**config.mk**
```make
export PLATFORM = sky130hd
export DESIGN_NAME = led_key_ctrl
export DESIGN_NICKNAME = d
export VERILOG_FILES = /design/src/rtl/led_key_ctrl.sv
export SDC_FILE = /design/constraint.sdc
export NUM_CORES = 1
export LEC_CHECK = 0
export ABC_AREA = 1
export CAP_MARGIN = 10
export CORE_ASPECT_RATIO = 0.5
export CORE_MARGIN = 2
export CORE_UTILIZATION = 50
export DETAILED_ROUTE_END_ITERATION = 16
export PLACE_DENSITY = 0.69
export SYNTH_ARGS = -nofsm -noshare
export SYNTH_HDL_FRONTEND = slang
export SYNTH_SLANG_ARGS = --single-unit
```
**constraint.sdc**
```tcl
create_clock -name clk -period 5.5 [get_ports clk]
set_clock_uncertainty 0.15 [all_clocks]
set_input_delay 1.1 -clock clk [delete_from_list [all_inputs] [get_ports clk]]
set_output_delay 1.1 -clock clk [all_outputs]
set_load 0.05 [all_outputs]
```
**src/rtl/led_key_ctrl.sv**
```systemverilog
// led_key_ctrl: debounces three active-low push-buttons and emits one-hot
// single-cycle command pulses for the LED sequencer, with optional auto-repeat
// on the speed-up / slow-down keys.
//
// Ports:
//   clk        - single rising-edge clock
//   reset      - asynchronous, active-high reset
//   key_in     - raw buttons, active-low (bit0 speed-up, bit1 slow-down,
//                bit2 speed-restore)
//   key_status - registered one-hot command pulse (one cycle per command)
//   key_busy   - high whenever the FSM is not idle
//   key_cnt    - number of command pulses issued, wraps at 256
module led_key_ctrl #(
  parameter int unsigned DEB_MAX = 20,
  parameter int unsigned REP_MAX = 200,
  parameter bit          REP_EN  = 1'b1
) (
  input  logic       clk,
  input  logic       reset,
  input  logic [2:0] key_in,
  output logic [2:0] key_status,
  output logic       key_busy,
  output logic [7:0] key_cnt
);

  localparam int unsigned KEY_W = 3;
  localparam int unsigned CNT_W = 16;
  localparam int unsigned KCN_W = 8;

  localparam logic [CNT_W-1:0] DEB_LAST = CNT_W'(DEB_MAX - 1);
  localparam logic [CNT_W-1:0] REP_LAST = CNT_W'(REP_MAX - 1);
  localparam logic [CNT_W-1:0] CNT_SAT  = '1;

  typedef enum logic [1:0] {
    S_IDLE = 2'd0,
    S_DEB  = 2'd1,
    S_HOLD = 2'd2,
    S_REL  = 2'd3
  } state_e;

  logic [KEY_W-1:0] sync1_q, sync2_q;
  logic [KEY_W-1:0] pressed;
  state_e           state_q, state_d;
  logic [CNT_W-1:0] cnt_q, cnt_d;
  logic [KEY_W-1:0] win_q, win_d;        // winner key, one-hot
  logic [KEY_W-1:0] key_status_q, key_status_d;
  logic             key_busy_q, key_busy_d;
  logic [KCN_W-1:0] key_cnt_q, key_cnt_d;
  logic             win_pressed;
  logic             rep_ok;

  // Two-flop synchronizer; idles high because the keys are active-low
  always_ff @(posedge clk or posedge reset) begin
    if (reset) begin
      sync1_q <= '1;
      sync2_q <= '1;
    end else begin
      sync1_q <= key_in;
      sync2_q <= sync1_q;
    end
  end

  assign pressed     = ~sync2_q;
  assign win_pressed = |(pressed & win_q);
  // Restore (bit2) never repeats
  assign rep_ok      = REP_EN && (win_q[0] || win_q[1]);

  // State and output registers
  always_ff @(posedge clk or posedge reset) begin
    if (reset) begin
      state_q      <= S_IDLE;
      cnt_q        <= '0;
      win_q        <= '0;
      key_status_q <= '0;
      key_busy_q   <= 1'b0;
      key_cnt_q    <= '0;
    end else begin
      state_q      <= state_d;
      cnt_q        <= cnt_d;
      win_q        <= win_d;
      key_status_q <= key_status_d;
      key_busy_q   <= key_busy_d;
      key_cnt_q    <= key_cnt_d;
    end
  end

  // Next-state, counter and pulse generation
  always_comb begin
    state_d      = state_q;
    cnt_d        = cnt_q;
    win_d        = win_q;
    key_status_d = '0;

    case (state_q)
      S_IDLE: begin
        cnt_d = '0;
        if (|pressed) begin
          // Lowest index wins on simultaneous presses
          if (pressed[0])      win_d = 3'b001;
          else if (pressed[1]) win_d = 3'b010;
          else                 win_d = 3'b100;
          state_d = S_DEB;
        end
      end
      S_DEB: begin
        if (!win_pressed) begin
          state_d = S_IDLE;
          cnt_d   = '0;
        end else if (cnt_q == DEB_LAST) begin
          state_d      = S_HOLD;
          cnt_d        = '0;
          key_status_d = win_q;
        end else begin
          cnt_d = cnt_q + 1'b1;
        end
      end
      S_HOLD: begin
        if (!win_pressed) begin
          state_d = S_REL;
          cnt_d   = '0;
        end else if (rep_ok && (cnt_q == REP_LAST)) begin
          cnt_d        = '0;
          key_status_d = win_q;
        end else if (cnt_q != CNT_SAT) begin
          cnt_d = cnt_q + 1'b1;
        end
      end
      S_REL: begin
        // Every key must be quiet for a full debounce window
        if (|pressed) begin
          cnt_d = '0;
        end else if (cnt_q == DEB_LAST) begin
          state_d = S_IDLE;
          cnt_d   = '0;
        end else begin
          cnt_d = cnt_q + 1'b1;
        end
      end
      default: begin
        state_d = S_IDLE;
        cnt_d   = '0;
        win_d   = '0;
      end
    endcase

    key_busy_d = (state_d != S_IDLE);
    key_cnt_d  = key_cnt_q + KCN_W'(|key_status_d);
  end

  assign key_status = key_status_q;
  assign key_busy   = key_busy_q;
  assign key_cnt    = key_cnt_q;

endmodule

```
# Word-level counts from Yosys, hierarchy flattened
# Index checks and enable logic that the tools add are counted.
# op_classes
eq_ne	7
n_reduce_logical	8
n_mux	21
n_addsub	2
bitwise	2
# ops
cell	n
two-way mux 16 bit	6
one-hot mux 16 bit (4 select lines)	1
two-way mux 3 bit	6
adder 16 x 1 -> 16 bit, second input constant	1
== test 16 x 5 -> 1 bit, second input constant	1
== test 16 x 8 -> 1 bit, second input constant	1
inequality test 16 bit, second input constant	1
two-way mux 2 bit	6
OR reduction 3 bit	3
adder 8 x 1 -> 8 bit	1
one-hot mux 2 bit (4 select lines)	1
one-hot mux 3 bit (2 select lines)	1
== test 2 bit, second input constant	2
inequality test 4 bit, second input constant	1
AND 3 bit	1
NOT 3 bit	1
== test 2 x 1 -> 1 bit, second input constant	1
zero test 2 bit	1
AND reduction 2 bit	1
nonzero test 2 bit	1
logical AND 1 bit	1
logical OR 1 bit	1
# totals
ff_bits	39
inputBits	5
wordCells	48

# Longest topological paths before layout
# depth
word_depth	7
depth_mapped	12
ltp_nobuf	12

# Worst setup path before layout
# No wires, ideal clock.
# synth_path
path_type	flip-flop to flip-flop
start	reg cnt_q[0]
end	reg key_cnt_q[7] (netlist: key_cnt[7])
arrival_ns	2.038
path_stages_with_launch	13
setup_time_ns	0.140
path_buffers	0
path_slack_ns	3.172
path_cell_list	dfrtp_1 > ha_1 > nand2_2 > nor2_1 > nand3_1 > nor2_1 > a21oi_1 > a31oi_1 > ha_1 > nand3_1 > nor3_1 > nand3_1 > xnor2_1
# synth_via
elab_chain_cells	7
word_cells_on_any_way	10
# synth_lines
element	line_no	source
from (decl)	44	logic [CNT_W-1:0] cnt_q, cnt_d;
from (signal assigned)	79	cnt_q <= cnt_d;
== test 16 x 8 -> 1 bit	121	end else if (rep_ok && (cnt_q == REP_LAST)) begin
logical AND 1 bit	121	
two-way mux 3 bit	121	
two-way mux 3 bit	118	if (!win_pressed) begin
one-hot mux 3 bit (2 select lines) (*)	94	case (state_q)
OR reduction 3 bit (*)	147	key_cnt_d = key_cnt_q + KCN_W'(|key_status_d);
adder 8 x 1 -> 8 bit (*)	147	
via key_cnt_d[7]	48	logic [KCN_W-1:0] key_cnt_q, key_cnt_d;
to (signal assigned)	83	key_cnt_q <= key_cnt_d;
to (decl)	48	
# Mark *: on every way through the listed nets, which the timed path passes. The rest lies on a longest branch.
# A chain may end at the register's enable or synchronous reset.

# Worst setup path in the final report
# layout_path
start	reg key_cnt_q[5] (netlist: key_cnt[5])
end	out key_cnt[5]
# layout_lines
element	line_no	source
to (decl)	23	output logic [7:0] key_cnt
# No word-level cell between the ends.

==> out/results.txt <==
The floorplan has 16 rows. The count of endpoints failing hold in the final timing report came out at 0. Synthesis inferred 39 register bits. For this block, the via count after detailed routing is 1813. For the worst setup path, the data required time is 4250 ps. The number of distinct library cells after synthesis came out at 25. The logs give 357 for the number of inserted filler cells in the final layout and 39 for the number of sinks driven by the clock tree.

The fraction of synthesized cell area taken by the top area cell type works out to 38.26%. The tools report the cell at the root of the clock tree as sky130_fd_sc_hd__clkbuf_8. The routed design has 4275 microns of wire.

Global routing used 19.45% of the available tracks. The first global-routing pass estimated 7576 microns of wire. The internal power contribution was 518.1 uW; the number of I/O port buffers was 16. Worst-case register-to-register setup slack: 2930 ps. The run gives 0 as the count of synthesis-stage warnings from yosys. Among all flip-flop cells after synthesis, the most frequent one is sky130_fd_sc_hd__dfrtp_1. Endpoint type of the worst setup path: an output pin. For this design, the CTS-stage hold fixing added 0 buffers. The detailed placement HPWL is 3283 microns, and the insertion delay to the later sink of the worst-skew pair is 290 ps.

The die is 50.46 microns tall. The worst pin sits at a relative slew slack of 66.70%. The first routing iteration left 77 violations.

Largest stage delay on the critical path: 820 ps. The signal on the critical path passes through clkdlybuf4s50_1. In the post-synthesis netlist, the biggest area contributors are sky130_fd_sc_hd__dfrtp_1 (38%), sky130_fd_sc_hd__nand2_1 (14%), sky130_fd_sc_hd__dfstp_2 (7.3%). The flow ran to the end, and the final reports show no timing, DRC or antenna violations. Maximum number of pins on one net before global-route repair: 40. The number of antenna diodes in the final layout is 0.

The number of gates resized after cts is 0. Setup repair after global routing left no endpoint under its margin. At the pin with the least slew margin, the transition time is 498.0 ps.

For this run, the register share of the synthesized area comes to 45.57%. In this run, synthesis inferred 0 flip-flops with an integrated enable. The synthesized netlist occupies a cell area of 2158 sq um. The count of nets left with antenna violations once routing finished came out at 0.

CTS built an H-tree with a depth of 2. Across all setup checks in the final design, the least slack found is 2733 ps. For this run, design rule violations remaining after detail routing come to 0.

For the area occupied by registers, the log shows 983.4 sq um. The overflow left after global routing was 0; the total area of multi-input combinational cells was 1013 sq um. The worst setup path is launched from a flop.

Summed over all cells, the static leakage comes to 0.001192 uW. The switching part of the total power is 32.78%, and the fraction of final layout cells with drive strength greater than 1 is 11.36%. The slowest library cell on the worst path is sky130_fd_sc_hd__clkdlybuf4s50_1. The tools report the max-slew violation total from the final report as 0.

The highest fanout seen on the critical path was 4; the clock edge transition at the registers on the reported setup and hold paths was 80 ps. Counting flops with an async set or reset pin after synthesis yields a share of 100.0%. Adding up every negative setup slack in the final design gives 0 ps. The power per cell area came out at 307.9 nW/um^2. Grouping stages by cell kind, the critical path spends the most delay in buffers and inverters. The run gives 43.2% as the proportion of power drawn by flip-flops and latches. Area of the core: 4024 sq um. A synthesized cell averages 7.600 sq um. Share of the cycle needed by the critical path after routing: 50.30%. The worst min-delay path class was reg -> reg. The cell type with the highest aggregate area in the netlist is sky130_fd_sc_hd__dfrtp_1. The initial antenna violation count is 0. The max-cap check violation count was 0. The pre-antenna-repair detailed-routing pass consisted of 4 iterations. Summed over all nets, the switching power comes to 252.7 uW. After clock tree synthesis, the setup repair step added 0 buffers.

Combinational logic is responsible for 23.7% of the overall power. 17 I/O pins were placed. Data arrives at the worst endpoint at 1520 ps. The worst-case setup slack after placement was 2959 ps; the number of global-route vias before repair was 1696. The area growth from synthesis to layout is 16.00%. Once the floorplan was initialized, standard cells occupied 53.64% of the core. The clock period could shrink to 2767 ps.

Most used standard cell by instance count after synthesis: sky130_fd_sc_hd__nand2_1. The start-to-end type of the worst setup path is reg -> out. The tools report the last weighted congestion value of the routability-driven placer as 0.9435.

TritonCTS built the clock tree. Maximum frequency from static timing analysis: 0.3614 GHz. Hold is met by 208.8 ps. The longest clock path from root to sink contains 2 buffers.

Dividing the detail-routed wire length by the instance count gives 11.81 microns. The run gives 4890 sq um as the full die area. The logs give 5 for the number of clock buffers inserted by TritonCTS and 284 for the number of standard cells after synthesis. The run gives 319 as the number of nets in the layout. Setup violations remaining at the end of the flow were counted as 0. VDD sags by at most 0.1951 mV. Per report_power, the clock group accounts for 33.1% of the total. The number of buffer and inverter stages on the critical path is 1, and the horizontal die dimension is 96.92 microns. The number of vias per cell after detailed routing was 5.008. The synthesized net count was 296.

In the synthesized netlist, the cells that appear most often are sky130_fd_sc_hd__nand2_1 (78), sky130_fd_sc_hd__nor2_1 (41), sky130_fd_sc_hd__inv_1 (39), sky130_fd_sc_hd__dfrtp_1 (33), sky130_fd_sc_hd__nand3_1 (21).
## power by group through the flow
stage,Sequential [uW],Clock (uW),Combinational (uW)
2_1_floorplan,347,0,126
3_3_place_gp,337,0,182
3_5_place_dp,339,0,184
4_1_cts,333,260,185
5_1_grt,337,273,212
6_report,333,255,183
## sequential cells by signal, indices dropped and copies added, names as in the netlist
name	cells
key_busy	1
cnt_q	16
key_status	3
key_cnt	8
state_q	2
sync2_q	3
sync1_q	3
win_q	3
## cell families (layout without fill, tap and decap cells)
| logic type | after synthesis | in the layout | synth area share [%] |
|---|---|---|---|
| and+or+nand+nor | 171 | 171 | 34.67 |
| buffers and inverters | 41 | 65 | 7.478 |
| DFF | 39 | 39 | 45.57 |
| AOI/OAI and AO/OA | 20 | 20 | 5.798 |
| adders and majority gates | 7 | 7 | 4.058 |
| xor gates and xnor gates | 6 | 6 | 2.435 |
## path summary, 6_finish.rpt
path / from / end / cells after the start
setup reg to reg: cnt_q[0] / key_cnt[7] / 12
hold / removal: sync1_q[1] / sync2_q[1] / 0
setup / recovery: key_cnt[5] / key_cnt[5] / 1
max in group asynchronous: reset / sync2_q[2] / 3
min in group asynchronous: reset / cnt_q[4] / 3
hold reg to reg: sync1_q[1] / sync2_q[1] / 0
## per-stage QoR
step | power [uW] | utilization [%] | instances | area [sq um]
6_report | 770.8 | 62.22 | 362 | 2504
5_1_grt | 821.8 | 62.22 | 362 | 2504
4_1_cts | 778.1 | 62.22 | 362 | 2504
3_5_place_dp | 522.8 | 59.20 | 354 | 2382
3_3_place_gp | 519.3 | 59.20 | 354 | 2382
2_1_floorplan | 473.6 | - | 284 | 2158
## layout by cell type (no fill, tap or decap)
cell type / count
sky130_fd_sc_hd__buf_4: 1
sky130_fd_sc_hd__dfrtp_1: 33
sky130_fd_sc_hd__nand3_1: 21
sky130_fd_sc_hd__clkbuf_8: 6
sky130_fd_sc_hd__nand4_1: 7
sky130_fd_sc_hd__o21ai_0: 7
sky130_fd_sc_hd__nand2_1: 78
sky130_fd_sc_hd__a31oi_1: 1
sky130_fd_sc_hd__xnor2_1: 1
sky130_fd_sc_hd__nor2_1: 41
sky130_fd_sc_hd__bufinv_16: 1
sky130_fd_sc_hd__inv_6: 1
sky130_fd_sc_hd__ha_1: 7
sky130_fd_sc_hd__a21boi_0: 3
sky130_fd_sc_hd__nor2_2: 10
sky130_fd_sc_hd__dfstp_2: 6
sky130_fd_sc_hd__o211ai_1: 1
sky130_fd_sc_hd__nand3_2: 2
sky130_fd_sc_hd__a31o_2: 3
sky130_fd_sc_hd__inv_1: 39
sky130_fd_sc_hd__clkinv_1: 1
sky130_fd_sc_hd__clkdlybuf4s50_1: 16
sky130_fd_sc_hd__nor4_1: 1
sky130_fd_sc_hd__nand2_2: 5
sky130_fd_sc_hd__nor3b_1: 1
sky130_fd_sc_hd__a21oi_1: 4
sky130_fd_sc_hd__xor2_1: 5
sky130_fd_sc_hd__o31ai_1: 1
sky130_fd_sc_hd__nor3_1: 5
## layer usage
layer | up-vias | share of wire, % | global-route usage (%)
met5 | - | 0 | 0
met4 | 0 | 0.80 | 4.930
met3 | 5 | 3.8 | 4.735
met2 | 26 | 44 | 31.13
met1 | 835 | 51 | 26.96
li1 | 947 | - | -
## area by class of cell
type                            instances  area share (%)
Clock inverter                          2           1.549
Sequential cell                        39           39.28
Inverter                               40           5.997
Timing Repair Buffer                   17           6.697
Multi-Input combinational cell        204           40.48
Tap cell                               54           2.699
Clock buffer                            6           3.298
(Power assumes the default switching activity.)
